`src/rtl/rv_pkg.sv`:
```
// Shared RV32 encoder definitions: opcodes, instruction formats, FSM states
// and the immediate sign-extension check used by the packer.
package rv_pkg;

    localparam logic [6:0] OP_LOAD   = 7'b0000011;
    localparam logic [6:0] OP_IMM    = 7'b0010011;
    localparam logic [6:0] OP_STORE  = 7'b0100011;
    localparam logic [6:0] OP_REG    = 7'b0110011;
    localparam logic [6:0] OP_BRANCH = 7'b1100011;

    typedef enum logic [2:0] {
        FMT_I,
        FMT_S,
        FMT_R,
        FMT_SB,
        FMT_ILL
    } fmt_e;

    typedef enum logic [1:0] {
        ST_IDLE,
        ST_LOAD,
        ST_DRAIN,
        ST_DONE
    } state_e;

    function automatic fmt_e decode_fmt(input logic [6:0] op);
        fmt_e f;
        case (op)
            OP_LOAD, OP_IMM: f = FMT_I;
            OP_STORE:        f = FMT_S;
            OP_REG:          f = FMT_R;
            OP_BRANCH:       f = FMT_SB;
            default:         f = FMT_ILL;
        endcase
        return f;
    endfunction

    // True when imm[63:msb] are all equal, i.e. the value fits a signed field
    // whose sign bit sits at position msb.
    function automatic logic sext_ok(input logic [63:0] imm, input int unsigned msb);
        logic [63:0] t;
        t = $signed(imm) >>> msb;
        return (t == '0) || (t == '1);
    endfunction

endpackage

```
`src/rtl/instr_encoder_if.sv`:
```
// Instruction-input channel and instruction-memory write channel of the
// encoder; "slave" is the encoder's view, "master" the producer/memory side.
interface instr_encoder_if #(
    parameter int ADDR_W = 64
);
    logic              in_valid;
    logic              in_ready;
    logic              in_last;
    logic [6:0]        opcode;
    logic [4:0]        rd;
    logic [4:0]        rs1;
    logic [4:0]        rs2;
    logic [2:0]        funct3;
    logic [6:0]        funct7;
    logic [63:0]       imm;
    logic              mem_we;
    logic              mem_ready;
    logic [ADDR_W-1:0] mem_addr;
    logic [31:0]       mem_wdata;

    modport master (
        output in_valid, in_last, opcode, rd, rs1, rs2, funct3, funct7, imm, mem_ready,
        input  in_ready, mem_we, mem_addr, mem_wdata
    );

    modport slave (
        input  in_valid, in_last, opcode, rd, rs1, rs2, funct3, funct7, imm, mem_ready,
        output in_ready, mem_we, mem_addr, mem_wdata
    );
endinterface

```
`src/rtl/instr_pack.sv`:
```
// Combinational format decode, field packing and immediate range check for
// one instruction; illegal opcodes never raise a range error.
module instr_pack
    import rv_pkg::*;
(
    input  logic [6:0]  opcode_i,
    input  logic [4:0]  rd_i,
    input  logic [4:0]  rs1_i,
    input  logic [4:0]  rs2_i,
    input  logic [2:0]  funct3_i,
    input  logic [6:0]  funct7_i,
    input  logic [63:0] imm_i,
    output logic [31:0] word_o,
    output logic        err_op_o,
    output logic        err_range_o
);

    always_comb begin
        word_o      = '0;
        err_op_o    = 1'b0;
        err_range_o = 1'b0;
        case (decode_fmt(opcode_i))
            FMT_I: begin
                word_o      = {imm_i[11:0], rs1_i, funct3_i, rd_i, opcode_i};
                err_range_o = !sext_ok(imm_i, 11);
            end
            FMT_S: begin
                word_o      = {imm_i[11:5], rs2_i, rs1_i, funct3_i, imm_i[4:0], opcode_i};
                err_range_o = !sext_ok(imm_i, 11);
            end
            FMT_R: begin
                word_o = {funct7_i, rs2_i, rs1_i, funct3_i, rd_i, opcode_i};
            end
            FMT_SB: begin
                // Branch offsets are byte offsets to halfword-aligned targets.
                word_o      = {imm_i[12], imm_i[10:5], rs2_i, rs1_i, funct3_i,
                               imm_i[4:1], imm_i[11], opcode_i};
                err_range_o = !sext_ok(imm_i, 12) || imm_i[0];
            end
            default: err_op_o = 1'b1;
        endcase
    end

endmodule

```
`src/rtl/instr_encoder.sv`:
```
// Load-session controller: accepts instruction fields, packs them and writes
// the words to consecutive instruction-memory addresses through one output stage.
module instr_encoder
    import rv_pkg::*;
#(
    parameter int ADDR_W = 64
) (
    input  logic              clk,
    input  logic              reset,
    input  logic              start,
    input  logic [ADDR_W-1:0] base_addr,
    instr_encoder_if.slave    bus,
    output logic              busy,
    output logic              done,
    output logic              err_range,
    output logic              err_op,
    output logic [15:0]       count
);

    state_e            state_q, state_d;
    logic              mem_we_q, mem_we_d;
    logic [ADDR_W-1:0] mem_addr_q, mem_addr_d;
    logic [31:0]       mem_wdata_q, mem_wdata_d;
    logic [ADDR_W-1:0] addr_cnt_q, addr_cnt_d;
    logic [15:0]       count_q, count_d;
    logic              err_range_q, err_range_d;
    logic              err_op_q, err_op_d;

    logic        in_ready;
    logic        xfer;
    logic        wr_done;
    logic [31:0] pack_word;
    logic        pack_err_op;
    logic        pack_err_range;

    instr_pack u_pack (
        .opcode_i    (bus.opcode),
        .rd_i        (bus.rd),
        .rs1_i       (bus.rs1),
        .rs2_i       (bus.rs2),
        .funct3_i    (bus.funct3),
        .funct7_i    (bus.funct7),
        .imm_i       (bus.imm),
        .word_o      (pack_word),
        .err_op_o    (pack_err_op),
        .err_range_o (pack_err_range)
    );

    assign xfer    = bus.in_valid && in_ready;
    assign wr_done = mem_we_q && bus.mem_ready;

    always_ff @(posedge clk) begin
        if (reset) begin
            state_q     <= ST_IDLE;
            mem_we_q    <= 1'b0;
            mem_addr_q  <= '0;
            mem_wdata_q <= '0;
            addr_cnt_q  <= '0;
            count_q     <= '0;
            err_range_q <= 1'b0;
            err_op_q    <= 1'b0;
        end else begin
            state_q     <= state_d;
            mem_we_q    <= mem_we_d;
            mem_addr_q  <= mem_addr_d;
            mem_wdata_q <= mem_wdata_d;
            addr_cnt_q  <= addr_cnt_d;
            count_q     <= count_d;
            err_range_q <= err_range_d;
            err_op_q    <= err_op_d;
        end
    end

    always_comb begin
        state_d = state_q;
        case (state_q)
            ST_IDLE:  if (start) state_d = ST_LOAD;
            ST_LOAD:  if (xfer && bus.in_last) state_d = ST_DRAIN;
            ST_DRAIN: if (!mem_we_q) state_d = ST_DONE;
            ST_DONE:  state_d = ST_IDLE;
            default:  state_d = ST_IDLE;
        endcase
    end

    always_comb begin
        busy     = (state_q == ST_LOAD) || (state_q == ST_DRAIN);
        done     = (state_q == ST_DONE);
        in_ready = (state_q == ST_LOAD) && (!mem_we_q || bus.mem_ready);
    end

    // addr_cnt_q always names the address of the word in (or next entering)
    // the output stage, so a load that overlaps a completion uses cnt+4.
    always_comb begin
        mem_we_d    = mem_we_q;
        mem_addr_d  = mem_addr_q;
        mem_wdata_d = mem_wdata_q;
        addr_cnt_d  = addr_cnt_q;
        count_d     = count_q;
        err_range_d = err_range_q;
        err_op_d    = err_op_q;

        if (state_q == ST_IDLE && start) begin
            addr_cnt_d  = base_addr;
            count_d     = '0;
            err_range_d = 1'b0;
            err_op_d    = 1'b0;
        end

        if (wr_done) begin
            mem_we_d   = 1'b0;
            addr_cnt_d = addr_cnt_q + ADDR_W'(4);
            if (count_q != 16'hFFFF) count_d = count_q + 16'd1;
        end

        if (xfer) begin
            if (pack_err_op) begin
                err_op_d = 1'b1;
            end else if (pack_err_range) begin
                err_range_d = 1'b1;
            end else begin
                mem_we_d    = 1'b1;
                mem_addr_d  = wr_done ? addr_cnt_q + ADDR_W'(4) : addr_cnt_q;
                mem_wdata_d = pack_word;
            end
        end
    end

    assign bus.in_ready  = in_ready;
    assign bus.mem_we    = mem_we_q;
    assign bus.mem_addr  = mem_addr_q;
    assign bus.mem_wdata = mem_wdata_q;
    assign err_range     = err_range_q;
    assign err_op        = err_op_q;
    assign count         = count_q;

endmodule

```
`src/flat_wrapper.sv`:
```
// flat-port wrapper written by rule: the top's interface ports become plain ports
module instr_encoder_flat import rv_pkg::*;
#(
    parameter int ADDR_W = 64
)
  (clk, reset, start, base_addr, busy, done, err_range, err_op, count, bus_in_valid, bus_in_last, bus_opcode, bus_rd, bus_rs1, bus_rs2, bus_funct3, bus_funct7, bus_imm, bus_mem_ready, bus_in_ready, bus_mem_we, bus_mem_addr, bus_mem_wdata);
  instr_encoder_if #(.ADDR_W(ADDR_W)) bus_i ();
  input  logic clk;
  input  logic reset;
  input  logic start;
  input  logic [ADDR_W-1:0] base_addr;
  output logic busy;
  output logic done;
  output logic err_range;
  output logic err_op;
  output logic [15:0] count;
  input wire logic [$bits(bus_i.in_valid)-1:0] bus_in_valid;
  input wire logic [$bits(bus_i.in_last)-1:0] bus_in_last;
  input wire logic [$bits(bus_i.opcode)-1:0] bus_opcode;
  input wire logic [$bits(bus_i.rd)-1:0] bus_rd;
  input wire logic [$bits(bus_i.rs1)-1:0] bus_rs1;
  input wire logic [$bits(bus_i.rs2)-1:0] bus_rs2;
  input wire logic [$bits(bus_i.funct3)-1:0] bus_funct3;
  input wire logic [$bits(bus_i.funct7)-1:0] bus_funct7;
  input wire logic [$bits(bus_i.imm)-1:0] bus_imm;
  input wire logic [$bits(bus_i.mem_ready)-1:0] bus_mem_ready;
  output wire logic [$bits(bus_i.in_ready)-1:0] bus_in_ready;
  output wire logic [$bits(bus_i.mem_we)-1:0] bus_mem_we;
  output wire logic [$bits(bus_i.mem_addr)-1:0] bus_mem_addr;
  output wire logic [$bits(bus_i.mem_wdata)-1:0] bus_mem_wdata;
  assign bus_i.in_valid = bus_in_valid;
  assign bus_i.in_last = bus_in_last;
  assign bus_i.opcode = bus_opcode;
  assign bus_i.rd = bus_rd;
  assign bus_i.rs1 = bus_rs1;
  assign bus_i.rs2 = bus_rs2;
  assign bus_i.funct3 = bus_funct3;
  assign bus_i.funct7 = bus_funct7;
  assign bus_i.imm = bus_imm;
  assign bus_i.mem_ready = bus_mem_ready;
  assign bus_in_ready = bus_i.in_ready;
  assign bus_mem_we = bus_i.mem_we;
  assign bus_mem_addr = bus_i.mem_addr;
  assign bus_mem_wdata = bus_i.mem_wdata;
  instr_encoder #(.ADDR_W(ADDR_W)) u_core (.clk(clk), .reset(reset), .start(start), .base_addr(base_addr), .bus(bus_i), .busy(busy), .done(done), .err_range(err_range), .err_op(err_op), .count(count));
endmodule
```
`config.mk`:
```
export PLATFORM = sky130hd
export DESIGN_NAME = instr_encoder_flat
export DESIGN_NICKNAME = d
export VERILOG_FILES = /design/src/rtl/rv_pkg.sv /design/src/rtl/instr_encoder_if.sv /design/src/rtl/instr_pack.sv /design/src/rtl/instr_encoder.sv /design/src/flat_wrapper.sv
export SDC_FILE = /design/constraint.sdc
export NUM_CORES = 1
export LEC_CHECK = 0
export ABC_AREA = 1
export CAP_MARGIN = 40
export CORE_ASPECT_RATIO = 2
export CORE_MARGIN = 4
export CORE_UTILIZATION = 49
export CTS_CLUSTER_DIAMETER = 30
export CTS_CLUSTER_SIZE = 24
export DETAILED_ROUTE_END_ITERATION = 6
export MAX_ROUTING_LAYER = met4
export PLACE_DENSITY = 0.81
export SYNTH_ARGS = -nofsm -noshare
export SYNTH_HDL_FRONTEND = slang
export SYNTH_HIERARCHICAL = 1
export SYNTH_SLANG_ARGS = --single-unit
```
`constraint.sdc`:
```
create_clock -name clk -period 3.3 [get_ports clk]
set_input_delay 0.66 -clock clk [delete_from_list [all_inputs] [get_ports clk]]
set_output_delay 0.66 -clock clk [all_outputs]
set_load 0.1 [all_outputs]
```
# ---- Yosys cells after proc, flatten, opt, wreduce, memory -nomap -nowiden
# Cells that the tools add are included.
dict set report op_classes {
  bitwise_logic 1
  reduce_logical 23
  eq_ne 17
  addsub 2
  n_mux 24
}
# operator count
set op_table {}
lappend op_table {{64-bit 2-to-1 mux} 3}
lappend op_table {{64-bit == test, second input constant} 2}
lappend op_table {{64-bit zero test} 2}
lappend op_table {{32-bit one-hot mux with 4 select lines} 1}
lappend op_table {{64-bit by 3-bit adder with 64-bit output, second input constant} 1}
lappend op_table {{16-bit 2-to-1 mux} 3}
lappend op_table {{16-bit by 1-bit adder with 16-bit output, second input constant} 1}
lappend op_table {{16-bit != test, second input constant} 1}
lappend op_table {{7-bit by 6-bit == test with 1-bit output, second input constant} 2}
lappend op_table {{3-bit one-hot mux with 4 select lines} 1}
lappend op_table {{1-bit 2-to-1 mux} 11}
lappend op_table {{2-bit one-hot mux with 4 select lines} 1}
lappend op_table {{7-bit by 2-bit == test with 1-bit output, second input constant} 1}
lappend op_table {{7-bit by 5-bit == test with 1-bit output, second input constant} 1}
lappend op_table {{7-bit == test, second input constant} 1}
lappend op_table {{3-bit by 2-bit == test with 1-bit output, second input constant} 2}
lappend op_table {{2-bit 2-to-1 mux} 3}
lappend op_table {{3-bit AND reduction} 2}
lappend op_table {{1-bit logical AND} 5}
lappend op_table {{1-bit logical OR} 5}
lappend op_table {{2-bit == test, second input constant} 2}
lappend op_table {{2-bit != test, second input constant} 2}
lappend op_table {{2-bit OR reduction} 2}
lappend op_table {{4-bit OR reduction} 1}
lappend op_table {{9 further kinds} 11}
dict set report word_totals {
  output_inout_bits 118
  wordCells 75
  input_bits 166
  register_bits 181
}

# ---- Depth between registers and ports, before layout
dict set report depth {
  word_depth 9
  mapped_depth 17
  ltp_nobuf 15
}

# ---- Modules after synthesis
# Netlist, hierarchy kept.
# mod seq_area_each_um2 area_per_inst_um2 n_inst cells_each
set modules_own_cells {}
lappend modules_own_cells {instr_encoder 3623.5 9400.3 1 1420}
lappend modules_own_cells {instr_pack 0.0 1029.7 1 240}

# ---- Least setup slack after synthesis
# No wires, ideal clock.
dict set report synth_timing {
  path_type {input to register}
  startpoint {input port bus_imm[20]}
  endpoint {register u_core.mem_addr_q[59], in the netlist u_core/bus.mem_addr[59]}
  n_path_buf 2
  arrival_ps 2341
  setup_time_ps 122
  path_slack_ps 837
  required_time_ps 3178
  path_stages 15
  cell_sequence {or2_2 -> nor2_1 -> nand2_1 -> nor2_1 -> nand2_1 -> nand2_1 -> nand2_1 -> nand2_1 -> nand2_1 -> nor3_4 -> inv_2 -> buf_2 -> buf_2 -> a21oi_1 -> a21oi_1}
}
dict set report synth_between {
  elab_chain_cells 7
  elab_cells_between_ends 12
  classes_between {eq/ne: 2; mux: 1; bitwise: 1; reduce/logical: 8}
}
# item line
set synth_lines {}
lappend synth_lines {{start: declaration} flat_wrapper.sv:25} ;# input wire logic [$bits(bus_i.imm)-1:0] bus_imm;
lappend synth_lines {{64-bit == test or 64-bit zero test (tied branches)} rv_pkg.sv:43} ;# return (t == '0) || (t == '1);
lappend synth_lines {{1-bit logical OR} rv_pkg.sv:43}
lappend synth_lines {{1-bit zero test} instr_pack.sv:38} ;# err_range_o = !sext_ok(imm_i, 12) || imm_i[0];
lappend synth_lines {{1-bit logical OR} instr_pack.sv:38}
lappend synth_lines {{1-bit one-hot mux with 2 select lines (*)} instr_pack.sv:22} ;# case (decode_fmt(opcode_i))
lappend synth_lines {{net u_core.pack_err_range} instr_encoder.sv:34} ;# logic pack_err_range;
lappend synth_lines {{1-bit NOT (no source line) (*)} n/a}
lappend synth_lines {{3-bit AND reduction (no source line) (*)} n/a}
lappend synth_lines {{end signal: assignment} instr_encoder.sv:65} ;# mem_addr_q <= mem_addr_d;
lappend synth_lines {{end: declaration} instr_encoder.sv:22} ;# logic [ADDR_W-1:0] mem_addr_q, mem_addr_d;
# The timed path passes the listed nets; every way through them passes the cells marked *.
# A chain may end at the register's enable or synchronous reset.

# ---- Worst setup path in the final report
dict set report layout_timing {
  startpoint {input port bus_imm[20]}
  endpoint {register u_core.mem_addr_q[24], in the netlist u_core/bus.mem_addr[24]}
}
# The elaborated chain is that of the path after synthesis.

==> run_results.csv <==
group,metric,value,unit
yosys,synth.cell_area,10430,um^2
routing,vias,12110,
critical_path,cp-end-kind,"register",
worst_hold_path,hold_class,"reg -> reg",
routing,wl_per_cell,18.07,um
sta,fin_crit,2.727,ns
critical_path,cp-start-kind,"primary input",
cells_and_area,nFillCells,1914,
yosys,async_flop_share,0,%
global_routing,grt_max_degree,100,
sta,rsz0062_at_grt,"no",
pwr,power,6.190,mW
clock_tree,clk_pin_slew,0.07,ns
global_routing,antenna_found_initial,4,
clock_tree,clock-sinks,181,
floorplan,row_count,75,
clock_tree,cts_hold_buffers,0,
sta,fin_skew,0.01063,ns
critical_path,rrSetupSlack,1.24,ns
clock_tree,cts_buffer_depth,2,
placement,place.gp.congestion,0.9785,
cells_and_area,num-nets-final,2074,
critical_path,cp-endpoint,"u_core/bus.mem_addr[24]",
yosys,yosys-top-cells-area,"dfxtp_1, o21ai_0, nand2_1",
global_routing,track_usage,33.00,%
placement,port_buffers,283,
routing,drt_iter0_drc,1155,
pwr,p_per_area,450.1,nW/um^2
outcome,status,"finished, final reports clean",
routing,viasPerCell,5.530,
floorplan,core_area,20930,um^2
global_routing,grt-ovfl-total,0,
routing,routed_wl,39.55,mm
yosys,yosysUniqueCellTypes,44,
sta,fin_crit_sh,82.64,%
critical_path,crit_chain,"clkdlybuf4s50_1, or2_2, nor2_1, nand2_1, nor2_1, nand2_1, nand2_1, nand2_1, nand2_1, nand2_1, nor3_4, inv_2, buf_12, a21oi_1, a21oi_1",
clock_tree,post_cts_resize_count,0,
sta,max_slew_margin,57.47,%
floorplan,die-area,23830,um^2
critical_path,slowest_delay,0.43,ns
yosys,synth_top_cell_by_area,"dfxtp_1",
placement,dp_hpwl,30.50,mm
cells_and_area,seq_area,3623,um^2
pwr,vdd_drop_max,315.0,uV
critical_path,crit_slowest_cell,"clkdlybuf4s50_1",
critical_path,rr_startpoint,"u_core/state_q[0]",
cells_and_area,fin_util,65.72,%
worst_hold_path,min_delay_path_depth,2,
routing,final_antenna_net_count,0,
run,maxCapViolCount,0,
critical_path,crit_type,"in -> reg",
critical_path,crit_top_cell,"nand2_1",
yosys,ys_warn_count,6,
sta,finalMaxSlewViolations,0,
floorplan,die_w,111.2,um
pwr,p_leak,5.805,nW
clock_tree,insertion_delay,0.43,ns
clock_tree,cts_setup_buffers,0,
global_routing,grt_first_pass_wirelength,61.81,mm
sta,tightest_slew,0.6370,ns
yosys,synth_cells,1660,
clock_tree,cts_tree,"built",
critical_path,worst_ep_required_time,3.62,ns
routing,first_pass_iters,7,
critical_path,cp_max_fo,34,
clock_tree,cts-root-buf,"clkbuf_16",
sta,fin_setup_tns,0,ns
placement,placedCellCount,2152,
critical_path,rr_worst_depth,6,
yosys,synth_edf_count,0,
yosys,ys_seq_area_share,34.74,%
critical_path,arrival,3.04,ns
floorplan,ios,284,
floorplan,start_util,49.84,%
cells_and_area,area_growth,31.85,%
clock_tree,htreeDepth,4,
cells_and_area,multiInputGateArea,5981,um^2
cells_and_area,drive_gt1_share,11.75,%
floorplan,die_h,214.3,um
sta,report.final.hold_viol_count,0,
global_routing,grt_pass1_vias,11830,
yosys,synth_ff_type,"dfxtp_1",
sta,setup_violations,0,
critical_path,crit_path_start,"bus_imm[20]",
yosys,synth-seq-cells,181,
sta,whs,0.4708,ns
clock_tree,numCtsBuffers,17,
critical_path,r2r_end,"u_core/addr_cnt_q[31]",
sta,clock.fmax,366.7,MHz
cells_and_area,instances_no_fill,2189,
yosys,avgSynthCellArea,6.283,um^2
routing,drc,0,
yosys,yosysTopAreaCellShare,34.74,%
-- metrics by stage --
step	area (um^2)	setup slack (ns)
finish	13750	0.5729
global route	13750	0.3248
CTS	13740	0.5880
detailed placement	13190	0.1388
global placement	13190	0.1785
floorplan	10430	0.8374
-- sequential cells by signal, summed over array words and instances (netlist names) --
signal                cells
u_core/addr_cnt_q        64
u_core/bus.mem_addr      64
u_core/bus.mem_wdata     32
u_core/count             16
u_core/state_q            2
u_core/bus.mem_we         1
u_core/err_op             1
u_core/err_range          1
-- logic make-up after synthesis --
| group | count (synthesis) | synth area share (%) |
|---|---|---|
| AO/OA/AOI/OAI | 491 | 24.22 |
| XOR/XNOR | 7 | 0.5878 |
| adder cells (fa/ha/maj) | 6 | 0.7198 |
| buffers and inverters | 211 | 8.049 |
| flip-flops | 181 | 34.74 |
| other | 1 | 0.03595 |
| AND/OR/NAND/NOR | 763 | 31.65 |
-- cells in the final DEF (no fill, tap or decap), types with 12 or more instances in the layout --
cell,n
o21ai_0,252
nand3_1,87
nor2_1,276
nand4_1,16
nand2_1,318
nor2_2,12
o21bai_1,14
buf_4,128
inv_1,124
dfxtp_1,181
clkbuf_16,17
clkdlybuf4s50_1,165
a21oi_1,206
-- power by group --
| group | total (mW) | switching [mW] | internal [mW] |
|---|---|---|---|
| clock network | 1.91 | 0.914 | 0.994 |
| registers | 2.77 | 0.344 | 2.43 |
| logic | 1.51 | 0.956 | 0.552 |
-- worst min-delay path by stage --
stage	start	endpoint
after global routing	u_core/err_range	u_core/err_range
final	u_core/err_op	u_core/err_op
after detailed placement	u_core/err_op	u_core/err_op
after global placement	u_core/bus.mem_addr[2]	u_core/bus.mem_addr[2]
after floorplan	u_core/addr_cnt_q[0]	u_core/bus.mem_addr[0]
after CTS	u_core/err_op	u_core/err_op
-- worst max-delay path, delay by kind of cell --
family / cells / cell delay, ns
compound gates: 2 / 0.23
buf+inv: 3 / 0.89
simple gates: 10 / 1.22
-- synthesized netlist by cell type (3+ instances only) --
cell type / n
inv_1: 125
nand2_4: 4
buf_1: 10
nor3_1: 10
a31oi_1: 3
or2_2: 5
nand4_1: 16
nor2_2: 12
xor2_1: 3
nor2_1: 276
nor2_4: 8
o21ai_0: 252
buf_2: 13
nand2_1: 320
nand3b_1: 4
xnor2_1: 4
inv_2: 8
buf_6: 3
ha_1: 6
a21oi_1: 206
dfxtp_1: 181
o21ai_1: 6
nand2_2: 9
a211oi_1: 3
o21bai_1: 14
nand3_1: 87
clkbuf_1: 49
-- per-layer routing --
metal	wire length (um)	GRT usage, %
met2	21770	61.95
met1	13590	32.21
met4	2254	17.62
met5	0	-
met3	1930	4.406
-- area by class of cell --
class                   instances  area share (%)
inverters                     133           3.639
well taps                     269           2.447
diodes                          5         0.09098
repair buffers                300           20.02
clock buffers                  19           3.221
multi-input cells            1269           43.49
flip-flops and latches        181           26.35
clock inverters                13          0.7461
Power figures use the tool's default switching activity.
